[config.mk]
export PLATFORM = sky130hd
export DESIGN_NAME = mem_stage_ctrl
export DESIGN_NICKNAME = d
export VERILOG_FILES = /design/src/rtl/mem_stage_ctrl.sv
export SDC_FILE = /design/constraint.sdc
export NUM_CORES = 1
export LEC_CHECK = 0
export ABC_AREA = 0
export CAP_MARGIN = 20
export CORE_UTILIZATION = 50
export DETAILED_ROUTE_END_ITERATION = 12
export DONT_BUFFER_PORTS = 1
export GPL_TIMING_DRIVEN = 0
export REMOVE_ABC_BUFFERS = 1
export SETUP_SLACK_MARGIN = 0.4
export SLEW_MARGIN = 20
export SYNTH_ARGS = -nofsm -noshare
export SYNTH_HDL_FRONTEND = slang
export SYNTH_SLANG_ARGS = --single-unit
export TNS_END_PERCENT = 10
[constraint.sdc]
create_clock -name clk -period 4.3 [get_ports clk]
set_input_delay 1.29 -clock clk [delete_from_list [all_inputs] [get_ports clk]]
set_output_delay 1.29 -clock clk [all_outputs]
set_load 0.05 [all_outputs]
[src/rtl/mem_stage_ctrl.sv]
// ============================================================================
// Module   : mem_stage_ctrl
// Brief    : LC-3b memory-stage controller. Issues LDB/LDW/LDI/STB/STW/STI
//            accesses on the data-cache handshake and stalls the pipeline.
//            Optional macro MEM_ALIGN_CHECK_EN enables misaligned-word faults.
// Revision : 1.0 - initial release
// ============================================================================
`default_nettype none

module mem_stage_ctrl (
  input  logic        clk,
  input  logic        reset_n,
  input  logic        valid_in,
  input  logic [3:0]  opcode,
  input  logic [15:0] mar_in,
  input  logic [15:0] mdr_in,
  output logic        dmem_read,
  output logic        dmem_write,
  output logic [15:0] dmem_address,
  output logic [15:0] dmem_wdata,
  output logic [1:0]  dmem_byte_enable,
  input  logic [15:0] dmem_rdata,
  input  logic        dmem_resp,
  output logic        mem_stall,
  output logic [15:0] result_out,
  output logic        result_valid,
  output logic        align_fault
);

  typedef enum logic [1:0] {
    S_IDLE = 2'd0,
    S_IND  = 2'd1,
    S_DATA = 2'd2,
    S_DONE = 2'd3
  } state_t;

  state_t      r_state;
  logic [3:0]  r_op;
  logic [15:0] r_mdr;

  logic [3:0]  w_sel_op;
  logic [15:0] w_sel_addr;
  logic [15:0] w_sel_mdr;
  logic        w_mem_op;
  logic        w_byte;
  logic        w_ind;
  logic        w_load;
  logic        w_accept;
  logic        w_misaligned;
  logic [15:0] w_addr;
  logic [15:0] w_wdata;
  logic [1:0]  w_be;
  logic [7:0]  w_rbyte;
  logic [15:0] w_load_data;

  // Next request is built from live inputs in IDLE, and from the latched
  // operands plus the returned pointer when leaving IND.
  assign w_sel_op   = (r_state == S_IDLE) ? opcode : r_op;
  assign w_sel_addr = (r_state == S_IND)  ? dmem_rdata : mar_in;
  assign w_sel_mdr  = (r_state == S_IDLE) ? mdr_in : r_mdr;

  assign w_mem_op = w_sel_op[1] & ~(w_sel_op[3] & w_sel_op[2]);
  assign w_byte   = (w_sel_op[3:2] == 2'b00);
  assign w_ind    = (w_sel_op[3:2] == 2'b10);
  assign w_load   = ~w_sel_op[0];
  assign w_accept = (r_state == S_IDLE) & valid_in & w_mem_op;

  assign w_be    = w_byte ? (w_sel_addr[0] ? 2'b10 : 2'b01) : 2'b11;
  assign w_wdata = w_byte ? {w_sel_mdr[7:0], w_sel_mdr[7:0]} : w_sel_mdr;

`ifdef MEM_ALIGN_CHECK_EN
  logic r_align_fault;

  assign w_misaligned = ~w_byte & w_sel_addr[0];
  assign w_addr       = w_sel_addr;

  always_ff @(posedge clk or negedge reset_n) begin
    if (!reset_n) begin
      r_align_fault <= 1'b0;
    end else begin
      r_align_fault <= w_misaligned &
                       (w_accept | ((r_state == S_IND) & dmem_resp));
    end
  end

  assign align_fault = r_align_fault;
`else
  assign w_misaligned = 1'b0;
  assign w_addr       = w_byte ? w_sel_addr : {w_sel_addr[15:1], 1'b0};
  assign align_fault  = 1'b0;
`endif

  // Byte lane for LDB follows the address bit held on the request bus.
  assign w_rbyte     = dmem_address[0] ? dmem_rdata[15:8] : dmem_rdata[7:0];
  assign w_load_data = w_byte ? {{8{w_rbyte[7]}}, w_rbyte} : dmem_rdata;

  assign mem_stall = reset_n &
                     (w_accept | (r_state == S_IND) | (r_state == S_DATA));

  always_ff @(posedge clk or negedge reset_n) begin
    if (!reset_n) begin
      r_state          <= S_IDLE;
      r_op             <= 4'h0;
      r_mdr            <= 16'h0000;
      dmem_read        <= 1'b0;
      dmem_write       <= 1'b0;
      dmem_address     <= 16'h0000;
      dmem_wdata       <= 16'h0000;
      dmem_byte_enable <= 2'b00;
      result_out       <= 16'h0000;
      result_valid     <= 1'b0;
    end else begin
      result_valid <= 1'b0;
      case (r_state)
        S_IDLE: begin
          if (w_accept) begin
            r_op             <= opcode;
            r_mdr            <= mdr_in;
            dmem_address     <= w_addr;
            dmem_wdata       <= w_wdata;
            dmem_byte_enable <= w_be;
            if (w_misaligned) begin
              r_state <= S_DONE;
            end else if (w_ind) begin
              r_state   <= S_IND;
              dmem_read <= 1'b1;
            end else begin
              r_state    <= S_DATA;
              dmem_read  <= w_load;
              dmem_write <= ~w_load;
            end
          end
        end
        S_IND: begin
          if (dmem_resp) begin
            dmem_read        <= 1'b0;
            dmem_address     <= w_addr;
            dmem_wdata       <= w_wdata;
            dmem_byte_enable <= w_be;
            if (w_misaligned) begin
              r_state <= S_DONE;
            end else begin
              r_state    <= S_DATA;
              dmem_read  <= w_load;
              dmem_write <= ~w_load;
            end
          end
        end
        S_DATA: begin
          if (dmem_resp) begin
            r_state    <= S_DONE;
            dmem_read  <= 1'b0;
            dmem_write <= 1'b0;
            if (w_load) begin
              result_out   <= w_load_data;
              result_valid <= 1'b1;
            end
          end
        end
        default: r_state <= S_IDLE;
      endcase
    end
  end

endmodule

`default_nettype wire

==> results.toml <==
[global_route]
grt_pass1_wl_mm = 11.25
grt_start_max_net_pins = 76
grt_overflow_total = 0
grt_usage_pct = 19.79
antenna_found_initial = 0
grt_pass1_vias = 2237

[worst_setup_path]
end_kind = "output pin"
worst-setup-path-type = "input pin to output pin"
critPathMaxFanout = 21
worstRegToRegCells = 7
r2r_start = "r_state[1]$_DFFE_PN0P_"
cp.required_ps = 3010
reg2reg_to = "dmem_wdata[2]$_DFFE_PN0P_"
r2r_slack_ps = 1550
worst_ep_arrival_time_ps = 2360
cp-start-kind = "input pin"

[route]
ant_nets = 0
routed_wirelength_mm = 7.386
firstDrtPassIters = 4
drcViolationCount = 0
wl_per_cell_um = 18.75
drtIter0Drc = 46
avgViaCountPerCell = 5.675
vias = 2236

[min_path]
hold_depth = 1
hold_class = "register to register"
hold_start = "r_mdr[11]$_DFFE_PN0P_"
min_to = "r_mdr[11]$_DFFE_PN0P_"

[synth]
yosysTopAreaCellShare_pct = 50.02
ys_seq_elements = 74
ys_seq_area_share_pct = 50.02
synth_top_cell_by_area = "dfrtp_1"
netlist_top_cells_area = "dfrtp_1 50%, mux2_2 20%, mux2i_1 9.2%, mux2_1 3.3%, o21ai_0 2.8%"
yosysUniqueCellTypes = 42
yosys_warnings = 0
syn_avg_cell_area_um2 = 12.77
synth_cells = 290
synth_area_mm2 = 0.003702

[finish]
regArea_mm2 = 0.001852
multiInputGateArea_mm2 = 0.001748
nets = 350
diodes = 0
fill_cells = 642
syn2layout_area_growth_pct = 7.570
drive_gt1_share_pct = 32.54

[clocking]
clock-sinks = 74
cts_buffers = 9
cts_max_path_buffers = 2
cts_root_buf = "clkbuf_8"
cts_tree = "built"
htree_num_levels = 3
clkTransAtPathRegs_ps = 70
postCtsSetupBuffers = 0
insertion_delay_ps = 350
cts_hold_buf = 0

[floorplanning]
die_w_um = 88.05
die_y_um = 88.05
start_util_pct = 51.32
placementRows = 31
core-area_mm2 = 0.007214
io_pins = 111
die_area_mm2 = 0.007753

[sta]
finalHoldViolCount = 0
finClkSkew_ps = 10.83
slew_viol_final = 0
worst_pin_slew_ps = 888.9
slew_headroom_pct = 40.74
rsz0062_at_grt = "false"
setup_violations = 0
holdWs_ps = 509.0
timing.fmax_ghz = 0.2740
fin_crit_sh_pct = 84.86
fin_crit_ps = 3649

[placement]
port_buffers = 0
dp_hpwl_mm = 5.040
gp_congestion = 0.8280

[status]
status = "finished clean"

[run]
cap_viol_max_count = 0
-- stage by stage --
| step | util [%] | instance area (um^2) | setup slack (ps) | TNS (ps) | instances |
|---|---|---|---|---|---|
| after CTS | 55.20 | 3983 | 638.2 | 0 | 394 |
| after floorplan | - | 3602 | -133.0 | -133.0 | 277 |
| after global placement | 51.65 | 3726 | -451.4 | -451.4 | 376 |
| final | 55.20 | 3983 | 650.8 | 0 | 394 |
| after global routing | 55.20 | 3983 | 498.4 | 0 | 394 |
| after detailed placement | 52.06 | 3756 | -77.35 | -77.35 | 378 |
-- critical path, stage by stage --
cell and delay, ps:
nand2_1 140, nand4_4 420, a21boi_4 510
-- cell type report --
type,count,area share (%)
sequential,74,46.50
multi-input combinational,197,43.89
clock buffer,10,3.456
tap,99,3.110
clock inverter,6,1.665
timing repair buffer,2,0.7540
inverter,6,0.6283
-- layer usage --
metal,track usage (%),part of all wire [%],vias up
met4,8.065,1.5,0
met5,0,0,-
met3,7.069,7.4,11
met1,26.49,45,1118
li1,-,-,1040
met2,29.32,46,67
-- placed cells by master, fill, tap and decap left out, drive strengths merged --
cell type,count
a22oi,1
a31o,1
nand2,13
o41ai,1
clkinv,2
conb,1
dfrtp,74
nand3,3
or2,2
clkinvlp,3
or3,1
a22o,1
mux2i,35
mux2,76
a21boi,1
o31ai,1
a31oi,2
nor3,2
clkbuf,10
nor3b,1
nand2b,2
o21ai,23
ha,4
nor2,11
buf,2
bufinv,1
or4b,1
o21bai,1
and2,1
a21oi,9
inv,6
nand4,2
nor2b,1
-- state kept, by name, summed over array words and instances, names as in the netlist --
| signal | count |
|---|---|
| result_valid | 1 |
| result_out | 16 |
| dmem_address | 16 |
| dmem_read | 1 |
| dmem_write | 1 |
| dmem_wdata | 16 |
| r_mdr | 16 |
| dmem_byte_enable | 2 |
| r_op | 3 |
| r_state | 2 |
-- worst max-delay path by stage --
stage                                      start   endpoint  slack (ps)  depth (start not counted)
after detailed placement               opcode[2]  mem_stall         -80                          3
final                                  opcode[2]  mem_stall         650                          3
after CTS                 r_state[1]$_DFFE_PN0P_  mem_stall         640                          4
after floorplan                        opcode[2]  mem_stall        -130                          3
after global placement                 opcode[2]  mem_stall        -450                          3
after global routing      r_state[1]$_DFFE_PN0P_  mem_stall         500                          4
-- cell usage after synthesis (all sizes together) --
library cell  instances
nand3                 3
ha                    4
a31oi                 2
o31ai                 1
dfrtp                74
o41ai                 1
nor3                  2
conb                  1
a22oi                 1
a31o                  1
nor3b                 1
mux2                 76
a22o                  1
a21oi                 9
mux2i                35
or2                   2
nand2b                2
nand4                 2
o21ai                23
a21boi                1
nand2                13
nor2                 11
buf                  13
or3                   1
and2                  1
nor2b                 1
inv                   6
or4b                  1
o21bai                1
-- cell families after synthesis --
family / after synthesis / share of synthesized area (%)
adders and majority gates: 4 / 1.352
other: 1 / 0.1013
buffers and inverters: 19 / 3.379
AOI/OAI and AO/OA: 41 / 6.590
and+or+nand+nor: 40 / 5.881
DFF: 74 / 50.02
muxes: 111 / 32.68
-- what timing repair did --
item                       CTS  global route
gates resized for setup      4             0
hold endpoints to repair     0             0
setup endpoints to repair    1             0
Power is left out: the tool's default activity adds up to more than one toggle a clock period on the data nets, which glitch-free logic cannot reach.
